<file path="config.mk">
export PLATFORM = sky130hd
export DESIGN_NAME = pipelined_adder
export DESIGN_NICKNAME = d
export VERILOG_FILES = /design/src/rtl/pipelined_adder.sv
export SDC_FILE = /design/constraint.sdc
export NUM_CORES = 1
export LEC_CHECK = 0
export BUFFER_PORTS_ARGS = -buffer_cell sky130_fd_sc_hd__buf_2
export CAP_MARGIN = 40
export CORE_ASPECT_RATIO = 1.4
export CORE_MARGIN = 2
export CORE_UTILIZATION = 50
export DETAILED_ROUTE_END_ITERATION = 10
export PLACE_DENSITY = 0.72
export SYNTH_ARGS = -nofsm -noshare
export SYNTH_HDL_FRONTEND = slang
export SYNTH_SLANG_ARGS = --single-unit
</file>
<file path="constraint.sdc">
create_clock -name iClk -period 5.6 [get_ports iClk]
set_clock_uncertainty 0.2 [all_clocks]
set_input_delay 0.28 -clock iClk [delete_from_list [all_inputs] [get_ports iClk]]
set_output_delay 0.28 -clock iClk [all_outputs]
set_load 0.01 [all_outputs]
</file>
<file path="src/rtl/pipelined_adder.sv">
// ---------------------------------------------------------------------------
// pipelined_adder
//
// Pipelined two's-complement adder/subtractor with a valid/ready handshake.
// The WIDTH-bit carry chain is split into STAGES slices of S = WIDTH/STAGES
// bits. Stage k adds slice k using the carry registered by stage k-1. The
// whole pipe advances together on en = !oValid | iReady, so any downstream
// stall freezes every stage and no bubbles are collapsed.
//
// Each stage register carries one "word": slices below and including the
// stage's own slice hold finished sum bits (de-skew), slices above it still
// hold operand A (skew). Operand B' (already inverted for subtraction)
// travels alongside in its own skew register.
//
// Optional feature macro: PIPELINED_ADDER_FLAGS_EN
//   defined   : oOverflow / oZero are computed in the final stage and
//               registered with oSum.
//   undefined : oOverflow and oZero are tied to 0 and no flag logic exists.
//
// Parameters
//   WIDTH     operand/result width, must be a multiple of STAGES
//   STAGES    pipeline depth and carry-slice count, 1..WIDTH
// Ports
//   iClk        clock, rising edge
//   iRst_n      asynchronous active-low reset
//   iValid      operand beat valid
//   oReady      beat can be accepted this cycle (= en)
//   iA, iB      operands
//   iC          carry-in, ignored when iSub = 1
//   iSub        1 = A - B
//   oValid      result beat valid
//   iReady      downstream accepts result
//   oSum        result
//   oCarryout   carry out of the msb (subtraction: 1 = no borrow)
//   oOverflow   signed overflow flag
//   oZero       oSum == 0 flag
// ---------------------------------------------------------------------------
module pipelined_adder #(
    parameter int WIDTH  = 32,
    parameter int STAGES = 4
) (
    input  logic             iClk,
    input  logic             iRst_n,
    input  logic             iValid,
    output logic             oReady,
    input  logic [WIDTH-1:0] iA,
    input  logic [WIDTH-1:0] iB,
    input  logic             iC,
    input  logic             iSub,
    output logic             oValid,
    input  logic             iReady,
    output logic [WIDTH-1:0] oSum,
    output logic             oCarryout,
    output logic             oOverflow,
    output logic             oZero
);

    if (STAGES < 1 || STAGES > WIDTH || (WIDTH % STAGES) != 0) begin : g_param_check
        $error("pipelined_adder: WIDTH (%0d) must be a multiple of STAGES (%0d), 1 <= STAGES <= WIDTH",
               WIDTH, STAGES);
    end

    localparam int S = WIDTH / STAGES;

    // Pipeline registers, index k = output of stage k.
    logic             valid_q [STAGES];
    logic             carry_q [STAGES];
    logic [WIDTH-1:0] word_q  [STAGES];
    logic [WIDTH-1:0] opb_q   [STAGES];

    // Per-stage inputs and next-state values.
    logic             valid_in [STAGES];
    logic             carry_in [STAGES];
    logic [WIDTH-1:0] word_in  [STAGES];
    logic [WIDTH-1:0] opb_in   [STAGES];
    logic             carry_d  [STAGES];
    logic [WIDTH-1:0] word_d   [STAGES];

    logic en;

    assign en     = !valid_q[STAGES-1] | iReady;
    assign oReady = en;

    // Stage 0 takes the effective operands; subtraction is A + ~B + 1.
    assign valid_in[0] = iValid;
    assign word_in[0]  = iA;
    assign opb_in[0]   = iSub ? ~iB : iB;
    assign carry_in[0] = iSub | iC;

    for (genvar k = 0; k < STAGES; k++) begin : g_stage
        logic [S:0]       slice_sum;
        logic [WIDTH-1:0] merged;

        if (k > 0) begin : g_link
            assign valid_in[k] = valid_q[k-1];
            assign word_in[k]  = word_q[k-1];
            assign opb_in[k]   = opb_q[k-1];
            assign carry_in[k] = carry_q[k-1];
        end

        assign slice_sum = {1'b0, word_in[k][k*S +: S]}
                         + {1'b0, opb_in[k][k*S +: S]}
                         + {{S{1'b0}}, carry_in[k]};

        // NOTE: always_comb starts from a full default and then overrides one
        // slice with blocking '=' so the result is never a latch.
        always_comb begin
            merged            = word_in[k];
            merged[k*S +: S]  = slice_sum[S-1:0];
        end

        assign word_d[k]  = merged;
        assign carry_d[k] = slice_sum[S];
    end

    // NOTE: the datapath registers are reset too (not only the valid bits)
    // because oSum/oCarryout must read 0 while reset is asserted.
    always_ff @(posedge iClk or negedge iRst_n) begin
        if (!iRst_n) begin
            for (int k = 0; k < STAGES; k++) begin
                valid_q[k] <= 1'b0;
                carry_q[k] <= 1'b0;
                word_q[k]  <= '0;
                opb_q[k]   <= '0;
            end
        end else if (en) begin
            for (int k = 0; k < STAGES; k++) begin
                valid_q[k] <= valid_in[k];
                carry_q[k] <= carry_d[k];
                word_q[k]  <= word_d[k];
                opb_q[k]   <= opb_in[k];
            end
        end
    end

    assign oValid    = valid_q[STAGES-1];
    assign oSum      = word_q[STAGES-1];
    assign oCarryout = carry_q[STAGES-1];

`ifdef PIPELINED_ADDER_FLAGS_EN
    // The final stage still sees the original A msb and B' msb on its input,
    // so the classic same-sign-in / different-sign-out test applies directly.
    logic a_msb;
    logic b_msb;
    logic ovf_d;
    logic zero_d;
    logic ovf_q;
    logic zero_q;

    assign a_msb  = word_in[STAGES-1][WIDTH-1];
    assign b_msb  = opb_in[STAGES-1][WIDTH-1];
    assign ovf_d  = (a_msb == b_msb) && (word_d[STAGES-1][WIDTH-1] != a_msb);
    assign zero_d = (word_d[STAGES-1] == '0);

    always_ff @(posedge iClk or negedge iRst_n) begin
        if (!iRst_n) begin
            ovf_q  <= 1'b0;
            zero_q <= 1'b0;
        end else if (en) begin
            ovf_q  <= ovf_d;
            zero_q <= zero_d;
        end
    end

    assign oOverflow = ovf_q;
    assign oZero     = zero_q;
`else
    assign oOverflow = 1'b0;
    assign oZero     = 1'b0;
`endif

endmodule

</file>
==> impl_metrics.ini, run 1 <==
[synth]
synth_cells = 928
synth_top_area_share_pct = 53.54
synthTopCellsByCount = 431 x nand2_1, 184 x dfrtp_1, 47 x o21ai_0, 37 x buf_2, 28 x ha_1
ys_ff_latch = 184
syn_area_per_cell_sq_um = 9.267
ys.warnings.count = 0
async_flop_share_pct = 100.0
synth_edf_count = 0
synth_cell_types = 42
seq_area_frac_synth_pct = 53.54
synthFlopType = dfrtp_1
synthTopCellsByArea = dfrtp_1 54%, nand2_1 19%, ha_1 4.1%
synth_area_sq_mm = 0.008599
yosys.area.top_type = dfrtp_1
yosysMostFrequentCell = nand2_1

[final_layout]
final_util_pct = 61.23
nFillCells = 1491
n_antenna_cell = 0
fin_nets = 1165
design_area_sq_mm = 0.01030
drive_gt1_share_pct = 13.71
syn_to_final_growth_pct = 19.73
instances_no_fill = 1275

[sta]
setup_slack_ns = 3.029
timing.hold.ws_ns = 0.04083
finalSetupViolCount = 0
slew_viol_final = 0
finalWorstPathRequiredPeriod_ns = 2.571
setup_tns_ns = 0
tightest_slew_ns = 1.017
min_period_over_period_pct = 45.92
max_freq_ghz = 0.3889
hold_violations = 0
rsz0062_at_grt = no
max-slew-margin-rel_pct = 32.21

[die]
die_y_um = 159.2
die_area_sq_mm = 0.01828
initial_utilization_pct = 51.14
fp-row-count = 56
core_sq_mm = 0.01682
io_pins = 107
fp.dieW_um = 114.8

[global_route]
grt_max_degree = 243
track_usage_pct = 19.58
grt_pass1_vias = 6083
grt_pass1_wl_um = 29040
grt-ovfl-total = 0
antenna_found_initial = 0

[placement]
placed_cell_area_sq_mm = 0.009203
hpwl_um = 10900
place_inst = 1193
dp_slack_ns = 2.936
gp_congestion = 0.8250
port-buffer-count = 104

[worst_setup_path]
end_kind = flip-flop
critPathTopFamily = adder cells
max_stage_delay_ns = 0.50
path_max_fanout = 3
path_buf_inv = 0
r2r-start = carry_in[0]$_DFFE_PN0P_
crit_chain = fa_1 -> fa_1 -> a211oi_2 -> nor2_1 -> o31a_1 -> o31a_1
cp.required_ns = 5.71
slowest_stage = fa_1
crit_type = flip-flop to flip-flop
setup.worst_path.start_class = flip-flop
arrival_ns = 2.69
critPathLaunch = carry_in[0]$_DFFE_PN0P_

[worst_hold_path]
hold_path_class = input pin to flip-flop
worstHoldStart = iA[0]

[clock_network]
cts.htree.levels = 4
clk_pin_slew_worst_paths_ns = 0.07
cts_tree = done
root_buffer = clkbuf_16
cts_buffers = 17
clock_latency_ns = 0.43
clock_path_buffers = 2
clock_sinks = 184

[pwr]
ir_drop_v = 0.0002756
finalPower_mw = 5.549
p_leak_nw = 5.183
p_per_area_mw_per_mm2 = 538.9

[run_status]
status = completed

[drt]
totalWireLength_um = 16970
post_drt_via_cell_ratio = 5.020
drc = 0
wire_per_inst_um = 13.31
num_vias = 6400
drt_iter0_markers = 428
detail-route-antenna-nets = 0
drt-pass1-iter-count = 6

[run]
maxCapViolations = 0
## placed cells by master (no fill, tap or decap), drive strengths merged, types with 2 or more instances in the layout
cell type / n
a211oi: 18
a21o: 8
a21oi: 6
a221oi: 5
buf: 109
bufinv: 2
clkbuf: 23
clkinv: 4
clkinvlp: 3
conb: 2
dfrtp: 184
dlygate4sd3: 50
fa: 8
ha: 28
inv: 7
mux2i: 7
nand2: 431
nand2b: 7
nand3: 4
nor2: 6
nor2b: 2
nor3: 10
nor3b: 19
nor4b: 3
o21a: 6
o21ai: 47
o21bai: 7
o22a: 3
o31a: 7
o31ai: 8
or3: 3
or4b: 3
xnor2: 27
xor2: 9
## power breakdown
group	internal [mW]	switching, mW
clock	0.694	0.500
sequential	1.92	0.340
combinational	0.902	1.19
## repair_timing
item / CTS / global route
hold buffers: 50 / 0
hold endpoints to repair: 92 / 0
buffers inserted: 0 / 0
resized for setup: 0 / 0
## state kept, by name, indices dropped and copies added, names as in the netlist
| name | flops |
|---|---|
| g_stage.merged | 72 |
| opb_in | 48 |
| oSum | 32 |
| word_in | 24 |
| carry_in | 3 |
| valid_in | 3 |
| oCarryout | 1 |
| oValid | 1 |
## final timing paths
check | end | slack, ns | cells after the start
min | g_stage[1].merged[0]$_DFFE_PN0P_ | 0.04 | 4
max | oCarryout$_DFFE_PN0P_ | 3.03 | 6
max in group asynchronous | oSum[28]$_DFFE_PN0P_ | 3.59 | 4
min in group asynchronous | word_in[76]$_DFFE_PN0P_ | 0.15 | 2
max reg2reg | oCarryout$_DFFE_PN0P_ | 3.03 | 6
min reg2reg | oSum[11]$_DFFE_PN0P_ | 0.26 | 2
## per-layer routing
metal  GRT usage, %  share of wire [%]  vias up
met2          31.39                 48      115
met3          4.111                3.4       20
li1               -                  -     3296
met4          6.079                1.3        0
met5              0                  0        -
met1          26.82                 47     2969
## area by class of cell
class	instances	area, sq um	area share [%]
Sequential cell	184	4604	44.72
Multi-Input combinational cell	690	3712	36.06
Timing Repair Buffer	160	1107	10.75
Clock buffer	22	474.2	4.606
Tap cell	203	254.0	2.467
Clock inverter	10	118.9	1.154
Inverter	6	25.02	0.2430
## worst register-to-register path: stages (launching register included)
cell      delay, ns
dfrtp_1        0.41
fa_1           0.50
fa_1           0.45
a211oi_2       0.24
nor2_1         0.10
o31a_1         0.28
o31a_1         0.28
## logic make-up after synthesis
group / after synthesis / share of synthesized area [%]
simple gates: 491 / 23.38
flops: 184 / 53.54
mux: 7 / 0.8148
compound gates: 118 / 9.283
xor+xnor: 36 / 3.667
fa+ha+maj: 36 / 5.936
buf+inv: 55 / 3.332
other cells: 1 / 0.04361
Note: power is estimated with default switching activity, not from simulation.
==> inputs of run 2 (changes only) <==
==> constraint.sdc (replaced) <==
create_clock -name iClk -period 2.62 [get_ports iClk]
set_clock_uncertainty 0.2 [all_clocks]
set_input_delay 0.131 -clock iClk [delete_from_list [all_inputs] [get_ports iClk]]
set_output_delay 0.131 -clock iClk [all_outputs]
set_load 0.01 [all_outputs]
==> run 2 against run 1 <==
  * Setup slack got worse by 2.9 ns
  * Final area rose by 1.5%
  * Sequential power rose by 110%
  * Global-route usage rose by 0.23 points
  * Register-to-register slack got worse by 2.9 ns
  * Combinational power rose by 120%
  * Critical path type unchanged
  * Largest power group unchanged
==> impl_metrics.ini, run 2 (same netlist as run 1, synthesis figures left out) <==
[die]
initial_utilization_pct = 51.14
fp-row-count = 56
core_sq_mm = 0.01682
io_pins = 107
die_area_sq_mm = 0.01828
fp.dieW_um = 114.8
die_y_um = 159.2

[sta]
tightest_slew_ns = 0.5141
setup_tns_ns = 0
setup_slack_ns = 0.1595
hold_violations = 0
finalWorstPathRequiredPeriod_ns = 2.460
finalSetupViolCount = 0
min_period_over_period_pct = 93.91
max-slew-margin-rel_pct = 65.73
slew_viol_final = 0
rsz0062_at_grt = no
max_freq_ghz = 0.4064

[worst_setup_path]
slowest_stage = fa_1
end_kind = flip-flop
crit_chain = fa_1 -> fa_2 -> a211oi_2 -> nor2_1 -> o31a_1 -> o31a_1
max_stage_delay_ns = 0.50
reg2reg_depth = 6
arrival_ns = 2.57
path_buf_inv = 0
critPathMostFrequentCell = o31a_1
cp_num_cells = 6
critPathTopFamily = adder cells
cp.required_ns = 2.73
setup.worst_path.start_class = flip-flop
path_max_fanout = 3
crit_type = flip-flop to flip-flop

[placement]
hpwl_um = 11460
port-buffer-count = 104
place_inst = 1202
placed_cell_area_sq_mm = 0.009275
dp_slack_ns = 0.1003
gp_congestion = 0.8301

[clock_network]
cts_tree = done
clock_sinks = 184
clk_pin_slew_worst_paths_ns = 0.06
cts.htree.levels = 4
cts_buffers = 17
clock_latency_ns = 0.43
root_buffer = clkbuf_16
clock_path_buffers = 2
post_cts_buffers = 0

[final_layout]
fin_nets = 1181
nFillCells = 1450
design_area_sq_mm = 0.01045
drive_gt1_share_pct = 14.63
syn_to_final_growth_pct = 21.56
n_antenna_cell = 0
final_common_cell = nand2_1
instances_no_fill = 1290
final_cell_mix = 431 x nand2_1, 184 x dfrtp_1, 103 x buf_2, 57 x dlygate4sd3_1, 47 x o21ai_0
largest_reg_flops = 72

[drt]
wire_per_inst_um = 13.24
detail-route-antenna-nets = 0
drc = 0
totalWireLength_um = 17080
drt-pass1-iter-count = 4
post_drt_via_cell_ratio = 5.000
num_vias = 6450
drt_iter0_markers = 374

[run_status]
status = completed

[pwr]
power_frac_comb_pct = 38.2
pwr-share-clk_pct = 21.5
seqPwrFrac_pct = 40.3
p_per_area_mw_per_mm2 = 1145
p_int_mw = 7.621
ir_drop_v = 0.0004155
swShare_pct = 36.32
p_switching_mw = 4.347
p_leak_nw = 5.252

[global_route]
grt_max_degree = 99
antenna_found_initial = 0
grt_pass1_wl_um = 29240
grt_pass1_vias = 6373
track_usage_pct = 19.81
grt-ovfl-total = 0

[run]
maxCapViolations = 0

[worst_hold_path]
hold_path_class = input pin to async pin
run 2: path summary, 6_finish.rpt:
| check | slack, ns | from | end |
|---|---|---|---|
| max | 0.16 | carry_in[2]$_DFFE_PN0P_ | carry_in[1]$_DFFE_PN0P_ |
| min | 0.05 | iRst_n | word_in[76]$_DFFE_PN0P_ |
| max reg2reg | 0.16 | carry_in[2]$_DFFE_PN0P_ | carry_in[1]$_DFFE_PN0P_ |
| min reg2reg | 0.26 | oSum[10]$_DFFE_PN0P_ | oSum[10]$_DFFE_PN0P_ |
| max in group asynchronous | 1.31 | iRst_n | word_in[48]$_DFFE_PN0P_ |
| min in group iClk | 0.05 | iA[2] | g_stage[1].merged[3]$_DFFE_PN0P_ |
run 2: power groups by stage:
| stage | registers (mW) | clock network [mW] | logic (mW) |
|---|---|---|---|
| final | 4.82 | 2.57 | 4.57 |
| after global routing | 4.99 | 2.74 | 5.26 |
| after CTS | 4.83 | 2.62 | 4.63 |
| after detailed placement | 4.88 | 0 | 4.52 |
| after global placement | 4.84 | 0 | 4.42 |
| after floorplan | 4.83 | 0 | 3.31 |
run 2: area by class of cell:
| class | count | area, sq um | area share (%) |
|---|---|---|---|
| inverter | 6 | 25.02 | 0.2394 |
| timing repair buffer | 176 | 1250 | 11.96 |
| tap | 203 | 254.0 | 2.430 |
| clock inverter | 9 | 116.4 | 1.113 |
| clock buffer | 22 | 484.2 | 4.632 |
| multi-input combinational | 690 | 3720 | 35.58 |
| sequential | 184 | 4604 | 44.05 |
run 2: timing repair:
action / CTS / global route
hold buffers: 57 / 0
endpoints found under the hold margin: 166 / 0
resized for setup: 0 / 3
setup endpoints to repair: 0 / 4
run 2: per-layer routing:
layer  vias up  part of all wire [%]  GRT usage (%)  wire length (um)
li1       3317                     -              -                 -
met1      3016                    47          25.56              8016
met2        99                    49          33.46              8325
met3        18                   2.7          3.388               468
met4         0                   1.6          7.119               272
met5         -                     0              0                 0
run 2: through the flow:
stage	utilization (%)	total power, mW	hold slack [ns]
after floorplan	-	8.140	-0.3646
after global placement	55.16	9.259	-0.05265
after detailed placement	55.16	9.400	-0.05354
after CTS	62.12	12.08	0.02979
after global routing	62.17	12.99	0.07447
final	62.17	11.97	0.04598
